## config.mk

```make
export PLATFORM = sky130hd
export DESIGN_NAME = alu_ctrl_unit
export DESIGN_NICKNAME = d
export VERILOG_FILES = /design/src/rtl/alu_ctrl_unit.sv
export SDC_FILE = /design/constraint.sdc
export NUM_CORES = 1
export LEC_CHECK = 0
export ABC_CLOCK_PERIOD_IN_PS = 4900
export BUFFER_PORTS_ARGS = -buffer_cell sky130_fd_sc_hd__clkbuf_2
export CAP_MARGIN = 20
export CORE_MARGIN = 5
export CORE_UTILIZATION = 55
export CTS_CLUSTER_DIAMETER = 120
export DETAILED_ROUTE_END_ITERATION = 10
export GPL_TIMING_DRIVEN = 0
export PLACE_DENSITY = 0.8
export SLEW_MARGIN = 15
export SYNTH_ARGS = -nofsm -noshare
export SYNTH_HDL_FRONTEND = slang
export SYNTH_SLANG_ARGS = --single-unit
```

## constraint.sdc

```tcl
create_clock -name clk -period 4.9 [get_ports clk]
set_input_delay 1.225 -clock clk [delete_from_list [all_inputs] [get_ports clk]]
set_output_delay 1.225 -clock clk [all_outputs]
set_load 0.05 [all_outputs]
```

## src/rtl/alu_ctrl_unit.sv

```systemverilog
// alu_ctrl_unit: multi-cycle fetch/decode/execute controller that drives a
// registered ALU. It owns a 4-entry register bank, a program counter and a
// zero flag, and reports OUT instruction results on a pulsed output port.
module alu_ctrl_unit #(
  parameter int N    = 16,
  parameter int PC_W = 8
) (
  input  logic            clk,
  input  logic            rst,
  input  logic            start,
  output logic [PC_W-1:0] imem_addr,
  input  logic [15:0]     imem_data,
  output logic [2:0]      alu_op,
  output logic [N-1:0]    alu_in1,
  output logic [N-1:0]    alu_in2,
  input  logic [N-1:0]    alu_out,
  input  logic [15:0]     alu_z,
  output logic [N-1:0]    out_data,
  output logic            out_valid,
  output logic            busy,
  output logic            halted
);

  typedef enum logic [2:0] {
    S_IDLE   = 3'd0,
    S_FETCH  = 3'd1,
    S_DECODE = 3'd2,
    S_EXEC   = 3'd3,
    S_WAIT   = 3'd4,
    S_WB     = 3'd5,
    S_HALT   = 3'd6
  } state_t;

  localparam logic [3:0] OP_JPZ  = 4'h6;
  localparam logic [3:0] OP_JMP  = 4'h7;
  localparam logic [3:0] OP_LDI  = 4'h5;
  localparam logic [3:0] OP_OUT  = 4'h8;
  localparam logic [3:0] OP_HALT = 4'hF;

  state_t            r_state;
  state_t            w_next;
  logic [PC_W-1:0]   r_pc;
  logic [15:0]       r_ir;
  logic [N-1:0]      r_regs [4];
  logic              r_zflag;
  logic [N-1:0]      r_out_data;
  logic              r_out_valid;

  logic [3:0]        w_op;
  logic [1:0]        w_rd;
  logic [1:0]        w_rs1;
  logic [1:0]        w_rs2;
  logic [7:0]        w_imm;
  logic              w_is_alu;
  logic [PC_W-1:0]   w_target;
  logic              w_unused_z;

  // Instruction fields come from the latched instruction register, which is
  // stable from the end of DECODE until the next DECODE.
  assign w_op       = r_ir[15:12];
  assign w_rd       = r_ir[11:10];
  assign w_rs1      = r_ir[9:8];
  assign w_rs2      = r_ir[7:6];
  assign w_imm      = r_ir[7:0];
  assign w_is_alu   = (w_op >= 4'h1) && (w_op <= 4'h4);
  assign w_target   = PC_W'(w_imm);
  assign w_unused_z = ^alu_z[15:1];

  // The ROM registers its address at the end of FETCH, so the address port
  // simply shows the program counter; data is then valid during DECODE.
  assign imem_addr = r_pc;
  assign out_data  = r_out_data;
  assign out_valid = r_out_valid;

  // State register.
  always_ff @(posedge clk or posedge rst) begin
    if (rst) r_state <= S_IDLE;
    else     r_state <= w_next;
  end

  // Next-state logic: ALU ops take the WAIT/WB detour, HALT parks the unit.
  always_comb begin
    w_next = r_state;
    case (r_state)
      S_IDLE:   if (start) w_next = S_FETCH;
      S_FETCH:  w_next = S_DECODE;
      S_DECODE: w_next = S_EXEC;
      S_EXEC: begin
        if (w_op == OP_HALT) w_next = S_HALT;
        else if (w_is_alu)   w_next = S_WAIT;
        else                 w_next = S_FETCH;
      end
      S_WAIT:   w_next = S_WB;
      S_WB:     w_next = S_FETCH;
      S_HALT:   if (start) w_next = S_FETCH;
      default:  w_next = S_IDLE;
    endcase
  end

  // Outputs: the ALU sees a non-zero op only in EXEC of an ALU instruction,
  // so its registered result holds through WAIT and WB.
  always_comb begin
    alu_op  = 3'd0;
    alu_in1 = '0;
    alu_in2 = '0;
    busy    = (r_state != S_IDLE) && (r_state != S_HALT);
    halted  = (r_state == S_HALT);
    if (r_state == S_EXEC && w_is_alu) begin
      alu_op  = w_op[2:0];
      alu_in1 = r_regs[w_rs1];
      alu_in2 = r_regs[w_rs2];
    end
  end

  // Datapath: pc, instruction register, register bank, zero flag, OUT port.
  // Operands are read in EXEC and the result lands at the end of WAIT, so
  // rd overlapping rs1/rs2 needs no special handling.
  always_ff @(posedge clk or posedge rst) begin
    if (rst) begin
      r_pc        <= '0;
      r_ir        <= '0;
      r_zflag     <= 1'b0;
      r_out_data  <= '0;
      r_out_valid <= 1'b0;
      for (int i = 0; i < 4; i++) r_regs[i] <= '0;
    end else begin
      r_out_valid <= 1'b0;
      case (r_state)
        S_IDLE, S_HALT: begin
          if (start) r_pc <= '0;
        end
        S_DECODE: begin
          r_ir <= imem_data;
          r_pc <= r_pc + 1'b1;
        end
        S_EXEC: begin
          case (w_op)
            OP_LDI: r_regs[w_rd] <= N'(w_imm);
            OP_JPZ: if (r_zflag) r_pc <= w_target;
            OP_JMP: r_pc <= w_target;
            OP_OUT: begin
              r_out_data  <= r_regs[w_rs1];
              r_out_valid <= 1'b1;
            end
            default: ;
          endcase
        end
        S_WAIT: r_regs[w_rd] <= alu_out;
        S_WB:   r_zflag <= alu_z[0];
        default: ;
      endcase
    end
  end

endmodule

```

==> out/qor.csv <==
metric,value,unit
Worst-path clk slew,0.11,ns
layout cells sized above 1,39.9,%
# resized after CTS,0,
cts hold-fix bufs,0,
hold_ws,0.514,ns
final setup fails,0,
Avg Synthesized Cell Area,12.5,um2
Slew HR,28.2,%
initial antenna violation count,0,
routability cong.,0.864,
Die Ht,111,um
Mapped Cells,447,
MaxCap Viol Count,0,
Yosys reg bits,109,
fill cell count,749,
Worst setup SP type,flip-flop,
number of distinct library cells after synthesis,46,
Longest Clk Path Bufs,2,
Num CTS Buffers,9,
Post-DP HPWL,9810,um
worst vdd ir,0.378,mV
largest net degree at the start of global routing,63,
vias in the first global route,4223,
multi-input logic area,2690,um2
Worst Max-Slew Pin Slew,1.07,ns
final clock skew,0.0144,ns
Std-Cell Rows,36,
register area,2730,um2
outcome,finished clean,
vias per inst,5.94,
yosys warns,0,
sw frac,45.1,%
IO buf count,97,
via count,4127,
Syn Nets,499,
Final min period,4.34,ns
Clock Power Share,12.2,%
post-synth top area share,48.7,%
DRC Markers,0,
PwrDens,657,nW/um2
Post-synth top cells,"109 x dfrtp_1, 78 x nand2_1, 43 x mux2_2",
htree depth,3,
global-route wire length before repair,22400,um
Int Power,0.00233,W
worst skew pair latency,0.37,ns
nature of the critical path endpoint,output pin,
CP Max Fanout,10,
Logic pwr share,51.9,%
overall routing resource usage,22.7,%
die area,12300,um2
antenna-violating nets left,0,
gr ovfl total,0,
Worst Hold Class,reg2reg,
Syn-to-layout area delta,15.6,%
I/O Pins,113,
Leak Pwr,3.02,nW
Antenna diodes,0,
postcts setup bufs,0,
NumNets Final,609,
crit path kind,reg2out,
core footprint,9860,um2
WP data required,3.67,ns
number of synthesized flops with an enable pin,0,
Yosys top cell by area,dfrtp_1,
Die X,111,um
sequential cell fraction of total power,35.8,%
Synth Cell Area,5600,um2
worst path arrival time,3.12,ns
"Slew Viols, Final",0,
clock sink count,109,
Async SR Flop Fraction,100,%
first drt pass iteration count,5,
Area after DPL,6280,um2
Detailed Route WL,13700,um
Finished Cell Area,6470,um2
post-route clock period utilization,88.6,%
most numerous cell in the Yosys netlist,dfrtp_1,
Synth Flop Type,dfrtp_1,
initial core utilization,56.7,%
routed len/inst,19.7,um
register area share after synthesis,48.7,%
P_sw,0.00192,W
CTS tree,yes,
fmax,230,MHz
Area contributors post-synth,"dfrtp_1 49%, mux4_2 13%, mux2_2 8.6%",
RSZ-0062 raised after global routing,no,
clock root cell,clkbuf_8,
final hold violation count,0,
initial DRC count,312,
-- power by group through the flow --
| stage | Sequential [W] | Clock, W | Combinational (W) |
|---|---|---|---|
| 6_report | 0.00152 | 0.000520 | 0.00221 |
| 2_1_floorplan | 0.00172 | 0 | 0.00148 |
| 3_3_place_gp | 0.00149 | 0 | 0.00216 |
| 4_1_cts | 0.00152 | 0.000528 | 0.00222 |
| 5_1_grt | 0.00156 | 0.000566 | 0.00237 |
| 3_5_place_dp | 0.00153 | 0 | 0.00222 |
-- metal layers --
layer / global-route usage (%) / vias up / routed length [um]
met5: 0 / - / 0
met1: 31.3 / 2081 / 5850
li1: - / 1850 / -
met2: 36.8 / 177 / 6770
met3: 3.82 / 19 / 818
met4: 7.39 / 0 / 263
-- placed cells by master (no fill, tap or decap), types with 5 or more instances in the layout --
cell type / Yosys / layout
nand2_1: 78 / 78
buf_6: 5 / 5
mux2_4: 6 / 6
nor3_1: 5 / 5
o2bb2ai_1: 9 / 9
buf_2: 9 / 10
nor2_1: 7 / 7
mux2_2: 43 / 43
clkbuf_8: 0 / 9
clkbuf_1: 11 / 12
mux4_2: 32 / 32
a22o_1: 33 / 33
a21oi_1: 8 / 8
buf_1: 5 / 5
dfrtp_1: 109 / 109
and2_1: 34 / 34
clkbuf_2: 0 / 97
-- worst max-delay path, stage by stage, from the launching register on --
cell	delay, ns
dfrtp_1	0.38
buf_2	0.20
nor2b_1	0.18
nand2_1	0.09
nor3_1	0.85
clkbuf_1	0.53
and2_1	0.23
clkbuf_2	0.28
-- per-stage QoR --
step	worst slack, ns	utilization, %	std cells	TNS [ns]	power [W]
2_1_floorplan	0.801	-	447	0	0.00320
3_3_place_gp	-0.310	63.4	677	-33.24	0.00365
3_5_place_dp	0.954	63.7	678	0	0.00375
4_1_cts	0.529	65.6	694	0	0.00427
5_1_grt	0.365	65.6	695	0	0.00450
6_report	0.559	65.6	695	0	0.00425
-- layout make-up --
cell class | instances | area share, %
Buffer | 31 | 2.61
Multi-Input combinational cell | 303 | 41.5
Tap cell | 133 | 2.57
Timing Repair Buffer | 99 | 8.00
Sequential cell | 109 | 42.2
Clock inverter | 6 | 0.870
Inverter | 4 | 0.309
Clock buffer | 10 | 1.97
-- state kept, by name, summed over array words and instances, names as in the netlist --
signal / flops
out_valid: 1
r_zflag: 1
r_ir: 16
imem_addr: 8
r_regs: 64
out_data: 16
r_state: 3
-- cells by family (layout without fill, tap and decap cells) --
family	after synthesis	after routing	synth area share [%]
flip-flops	109	109	48.7
XOR/XNOR	1	1	0.156
adder cells (fa/ha/maj)	1	1	0.223
AO/OA/AOI/OAI	63	63	9.19
multiplexers	84	84	23.7
buffers and inverters	35	150	3.29
AND/OR/NAND/NOR	154	154	14.7
-- worst paths after layout --
path,from,to,slack (ns),cells past startpoint
setup / recovery,r_state[1]$_DFFE_PP0N_,alu_in2[15],0.56,7
hold / removal,out_data[1]$_DFFE_PP0P_,out_data[1]$_DFFE_PP0P_,0.51,1
setup reg to reg,r_ir[8]$_DFFE_PP0P_,out_data[5]$_DFFE_PP0P_,2.57,4
hold reg to reg,out_data[1]$_DFFE_PP0P_,out_data[1]$_DFFE_PP0P_,0.51,1
max in group asynchronous,rst,imem_addr[3]$_DFFE_PP0P_,3.39,3
min in group asynchronous,rst,out_data[11]$_DFFE_PP0P_,0.85,2
No activity file was read; power rests on OpenSTA's default activity.
